`src/rtl/trace_debugger_pkg.sv`:
```
// trace_debugger_pkg: shared trace entry type and field widths for the retire serializer.
// Entries carry the widest supported XLEN/CAUSELEN; users truncate to their own widths.
package trace_debugger_pkg;
    localparam int PRIVLEN      = 3;
    localparam int ILEN         = 32;
    localparam int MAX_XLEN     = 64;
    localparam int MAX_CAUSELEN = 16;

    typedef struct packed {
        logic                    iexception;
        logic                    interrupt;
        logic [MAX_CAUSELEN-1:0] cause;
        logic [MAX_XLEN-1:0]     tval;
        logic [PRIVLEN-1:0]      priv;
        logic [MAX_XLEN-1:0]     iaddr;
        logic [ILEN-1:0]         instr;
        logic                    compressed;
    } trace_entry_t;
endpackage

```
`src/rtl/trace_retire_fifo.sv`:
```
// trace_retire_fifo: circular buffer taking up to NRET in-order entries per cycle, one out.
module trace_retire_fifo
    import trace_debugger_pkg::*;
#(
    parameter int NRET  = 2,
    parameter int DEPTH = 8,
    localparam int AW   = $clog2(DEPTH),
    localparam int FW   = $clog2(DEPTH) + 1,
    localparam int KW   = $clog2(NRET + 1)
) (
    input  logic          clk_i,
    input  logic          rst_i,
    input  logic          wr_en,
    input  logic [KW-1:0] wr_cnt,
    input  trace_entry_t  wr_data [NRET],
    input  logic          rd_en,
    output trace_entry_t  head,
    output logic [FW-1:0] fill
);
    trace_entry_t  mem [DEPTH];
    logic [AW-1:0] wr_ptr, rd_ptr;

    // Storage is deliberately unreset; pointers and fill define what is valid.
    always_ff @(posedge clk_i)
        if (wr_en)
            for (int i = 0; i < NRET; i++)
                if (KW'(i) < wr_cnt) mem[wr_ptr + AW'(i)] <= wr_data[i];

    always_ff @(posedge clk_i or posedge rst_i)
        if (rst_i) begin
            wr_ptr <= '0;
            rd_ptr <= '0;
            fill   <= '0;
        end else begin
            if (wr_en) wr_ptr <= wr_ptr + AW'(wr_cnt);
            if (rd_en) rd_ptr <= rd_ptr + AW'(1);
            fill <= fill + (wr_en ? FW'(wr_cnt) : '0) - FW'(rd_en);
        end

    assign head = mem[rd_ptr];
endmodule

```
`src/rtl/trace_retire_serializer.sv`:
```
// trace_retire_serializer: compacts NRET retirement lanes into one in-order trace stream.
// Define TRACE_DROP_CNT_EN to add the saturating dropped-instruction counter drop_cnt_o.
module trace_retire_serializer
    import trace_debugger_pkg::*;
#(
    parameter int NRET     = 2,
    parameter int XLEN     = 32,
    parameter int CAUSELEN = 5,
    parameter int DEPTH    = 8,
    localparam int FW      = $clog2(DEPTH) + 1
) (
    input  logic                     clk_i,
    input  logic                     rst_i,
    input  logic [NRET-1:0]          ivalid_i,
    input  logic [NRET-1:0]          iexception_i,
    input  logic [NRET-1:0]          interrupt_i,
    input  logic [NRET-1:0]          compressed_i,
    input  logic [NRET*CAUSELEN-1:0] cause_i,
    input  logic [NRET*XLEN-1:0]     tval_i,
    input  logic [NRET*XLEN-1:0]     iaddr_i,
    input  logic [NRET*PRIVLEN-1:0]  priv_i,
    input  logic [NRET*ILEN-1:0]     instr_i,
    input  logic                     clear_overflow_i,
    output logic                     valid_o,
    input  logic                     ready_i,
    output logic                     iexception_o,
    output logic                     interrupt_o,
    output logic                     compressed_o,
    output logic [CAUSELEN-1:0]      cause_o,
    output logic [XLEN-1:0]          tval_o,
    output logic [XLEN-1:0]          iaddr_o,
    output logic [PRIVLEN-1:0]       priv_o,
    output logic [ILEN-1:0]          instr_o,
    output logic [FW-1:0]            fill_o,
    output logic                     overflow_o
`ifdef TRACE_DROP_CNT_EN
    ,
    output logic [15:0]              drop_cnt_o
`endif
);
    localparam int KW = $clog2(NRET + 1);
    localparam int CW = FW + 1;

    trace_entry_t    lane_e  [NRET];
    trace_entry_t    wr_data [NRET];
    trace_entry_t    head;
    logic [KW-1:0]   pos [NRET];
    logic [NRET-1:0] acc;
    logic [KW-1:0]   k;
    logic            blocked, pop, fits, wr_en, drop, overflow_q;

    // Lanes above the first excepting lane are discarded; survivors pack into slots 0..k-1.
    always_comb begin
        k = '0;
        blocked = 1'b0;
        for (int n = 0; n < NRET; n++) begin
            lane_e[n] = '{
                iexception: iexception_i[n],
                interrupt:  interrupt_i[n],
                cause:      MAX_CAUSELEN'(cause_i[n*CAUSELEN +: CAUSELEN]),
                tval:       MAX_XLEN'(tval_i[n*XLEN +: XLEN]),
                priv:       priv_i[n*PRIVLEN +: PRIVLEN],
                iaddr:      MAX_XLEN'(iaddr_i[n*XLEN +: XLEN]),
                instr:      instr_i[n*ILEN +: ILEN],
                compressed: compressed_i[n]
            };
            acc[n] = ivalid_i[n] & ~blocked;
            pos[n] = k;
            k = k + KW'(acc[n]);
            blocked = blocked | (ivalid_i[n] & iexception_i[n]);
        end
        for (int j = 0; j < NRET; j++) begin
            wr_data[j] = '0;
            for (int n = j; n < NRET; n++)
                if (acc[n] && pos[n] == KW'(j)) wr_data[j] = lane_e[n];
        end
    end

    // A pop in the same cycle frees one slot for the incoming group.
    assign pop   = valid_o & ready_i;
    assign fits  = CW'(fill_o) + CW'(k) <= CW'(DEPTH) + CW'(pop);
    assign wr_en = (k != '0) && fits;
    assign drop  = (k != '0) && !fits;

    trace_retire_fifo #(.NRET(NRET), .DEPTH(DEPTH)) u_fifo (
        .clk_i   (clk_i),
        .rst_i   (rst_i),
        .wr_en   (wr_en),
        .wr_cnt  (k),
        .wr_data (wr_data),
        .rd_en   (pop),
        .head    (head),
        .fill    (fill_o)
    );

    always_ff @(posedge clk_i or posedge rst_i)
        if (rst_i) overflow_q <= 1'b0;
        else       overflow_q <= drop | (overflow_q & ~clear_overflow_i);

    assign overflow_o   = overflow_q;
    assign valid_o      = fill_o != '0;
    assign iexception_o = valid_o & head.iexception;
    assign interrupt_o  = valid_o & head.interrupt;
    assign compressed_o = valid_o & head.compressed;
    assign cause_o      = valid_o ? CAUSELEN'(head.cause) : '0;
    assign tval_o       = valid_o ? XLEN'(head.tval) : '0;
    assign iaddr_o      = valid_o ? XLEN'(head.iaddr) : '0;
    assign priv_o       = valid_o ? head.priv : '0;
    assign instr_o      = valid_o ? head.instr : '0;

`ifdef TRACE_DROP_CNT_EN
    logic [15:0] drop_cnt;

    always_ff @(posedge clk_i or posedge rst_i)
        if (rst_i)                 drop_cnt <= '0;
        else if (clear_overflow_i) drop_cnt <= drop ? 16'(k) : '0;
        else if (drop)             drop_cnt <= (drop_cnt > 16'hFFFF - 16'(k)) ? 16'hFFFF : drop_cnt + 16'(k);

    assign drop_cnt_o = drop_cnt;
`endif
endmodule

```
`config.mk`:
```
export PLATFORM = sky130hd
export DESIGN_NAME = trace_retire_serializer
export DESIGN_NICKNAME = d
export VERILOG_FILES = /design/src/rtl/trace_debugger_pkg.sv /design/src/rtl/trace_retire_fifo.sv /design/src/rtl/trace_retire_serializer.sv
export SDC_FILE = /design/constraint.sdc
export NUM_CORES = 2
export LEC_CHECK = 0
export ABC_CLOCK_PERIOD_IN_PS = 47400
export CAP_MARGIN = 20
export CORE_MARGIN = 2
export CORE_UTILIZATION = 50
export CTS_BUF_LIST = sky130_fd_sc_hd__clkbuf_16
export DETAILED_ROUTE_END_ITERATION = 10
export PLACE_DENSITY = 0.78
export SYNTH_ARGS = -nofsm -noshare
export SYNTH_HDL_FRONTEND = slang
export SYNTH_HIERARCHICAL = 1
export SYNTH_SLANG_ARGS = --single-unit
```
`constraint.sdc`:
```
create_clock -name clk_i -period 47.4 [get_ports clk_i]
set_input_delay 4.74 -clock clk_i [delete_from_list [all_inputs] [get_ports clk_i]]
set_output_delay 4.74 -clock clk_i [all_outputs]
set_load 0.02 [all_outputs]
```
==> impl_metrics.yaml <==
synthesis:
  synth_nets: 2936
  syn_avg_cell_area_um2: 17.1
  synth_warnings: 6
  syn-cell-area_mm2: 0.0462
  syn_inst: 2702
floorplanning:
  die_h_um: 308
  start_util_pct: 50.4
  dieArea_mm2: 0.0948
  coreArea_mm2: 0.0915
  io_pins: 333
  dieWidth_um: 308
  row_count: 111
grt:
  grt_use_total_pct: 25.7
  grt_pass1_wl_mm: 181
  grt_overflow: 0
  grt_pass1_vias: 28400
  grt_max_degree: 150
  antenna_found_initial: 4
clock_tree:
  cts_root_buf: "clkbuf_16"
  clk_pin_slew_ns: 0.06
  cts_hold_buf: 0
  insertion_delay_ns: 0.64
  cts_buffer_depth: 3
  cts.sinks: 867
  cts_tree: "yes"
  htree_levels: 3
  post-cts-setup-buffers: 0
  numCtsBuffers: 90
  cts_resized: 0
place:
  gp_congestion: 0.787
  portBuffers: 332
  pre_cts_ws_ns: 36.02
  hpwl_mm: 67.2
  place_area_mm2: 0.0503
setup_path:
  crit_type: "in2reg"
  cp_max_fo: 63
  endpoint_kind: "flop"
  start_kind: "input pin"
  arrival_ns: 11.07
  cp.required_ns: 47.66
drt:
  route.detailed.drc: 0
  ant_nets: 0
  wirelength_mm: 122
  viasPerCell: 6.32
  wl_per_cell_um: 29.2
  drt-initial-drc-count: 2295
  drt-pass1-iter-count: 7
  num_vias: 26500
sta:
  setup_viol: 0
  fin_skew_ns: 0.0129
  hold_violations: 0
  fin_setup_tns_ns: 0
  worstMarginPinSlew_ns: 1.17
  finalMaxSlewViolations: 0
  period_share_pct: 22.8
  post-route-min-period_ns: 10.80
  layout_setup_ws_ns: 36.60
  relSlewSlack_pct: 21.9
  rsz0062_at_grt: "no"
  max_freq_mhz: 92.6
finish:
  syn_to_final_growth_pct: 15.4
  fin_nets: 3158
  num-fill-cells: 6703
  drive_gt1_share_pct: 46.2
  fin_area_mm2: 0.0533
  fin_util_pct: 58.2
  diodes: 0
min_path:
  hp-class: "reg2reg"
run:
  drv_cap: 0
power:
  ir_drop_v: 0.0000715
  p_per_area_mw_per_mm2: 52.6
  leakage_uw: 0.0183
outcome:
  outcome: "finished, final reports clean"
==> cell type report <==
cell class              count  area [um^2]  area share, %
flip-flops and latches    867        26000           48.8
multi-input cells        1574        19100           35.8
repair buffers            378         3800           7.13
clock buffers              93         2330           4.37
well taps                1186         1480           2.79
clock inverters            74          539           1.01
inverters                  13         48.8         0.0916
==> state kept, by name, indices dropped and copies added, names as in the netlist <==
name	count
u_fifo/rd_ptr	3
u_fifo/wr_ptr	3
overflow_o	1
u_fifo/mem	856
u_fifo/fill	4
==> final timing paths <==
kind | start | to | slack, ns | depth (start not counted)
min in group asynchronous | rst_i | overflow_o | 4.43 | 2
worst min-delay path | overflow_o | overflow_o | 0.65 | 1
worst max register to register | u_fifo/fill[1] | u_fifo/mem[6][29] | 39.81 | 14
max in group asynchronous | rst_i | u_fifo/rd_ptr[2] | 42.44 | 2
worst max-delay path | ivalid_i[1] | u_fifo/mem[6][29] | 36.60 | 14
worst min register to register | overflow_o | overflow_o | 0.65 | 1
==> cells in the final DEF (no fill, tap or decap), drive strengths merged, types with 4 or more instances in the layout <==
| cell | n |
|---|---|
| buf | 47 |
| nor3 | 5 |
| nand2 | 13 |
| inv | 31 |
| bufinv | 7 |
| mux4 | 214 |
| mux2 | 966 |
| o21bai | 7 |
| nand2b | 4 |
| clkinv | 47 |
| and2 | 215 |
| clkbuf | 93 |
| ha | 12 |
| edfxtp | 856 |
| a22o | 106 |
| clkdlybuf4s50 | 331 |
| dfrtp | 11 |
| xor2 | 4 |
| xnor2 | 5 |
==> stage by stage <==
step	instances	power [uW]	hold WS (ns)
3_5_place_dp	4016	2130	0.618
4_1_cts	4183	2820	0.645
5_1_grt	4185	2910	0.691
2_1_floorplan	2702	1730	0.551
6_report	4185	2800	0.647
3_3_place_gp	4014	2110	0.616
==> critical path, stage by stage <==
cell,delay (ns)
clkdlybuf4s50_1,0.54
and3b_4,0.76
xor2_1,0.15
ha_1,0.31
o21bai_1,0.17
nor4b_1,0.25
a211oi_1,0.10
a21oi_1,0.57
nand2_1,0.29
nor3_2,0.19
buf_4,0.93
o21bai_4,0.28
buf_4,0.77
buf_4,0.91
==> report_power, final <==
group	internal [uW]	switching, uW
Sequential	961	55.9
Combinational	549	545
Clock	394	298
==> routing by layer <==
metal / share of wire, % / GRT usage, %
met1: 39 / 32.9
met5: 0.015 / 0
met4: 3.3 / 9.44
met3: 6.7 / 4.00
met2: 51 / 44.2
Note: power is estimated with default switching activity, not from simulation.
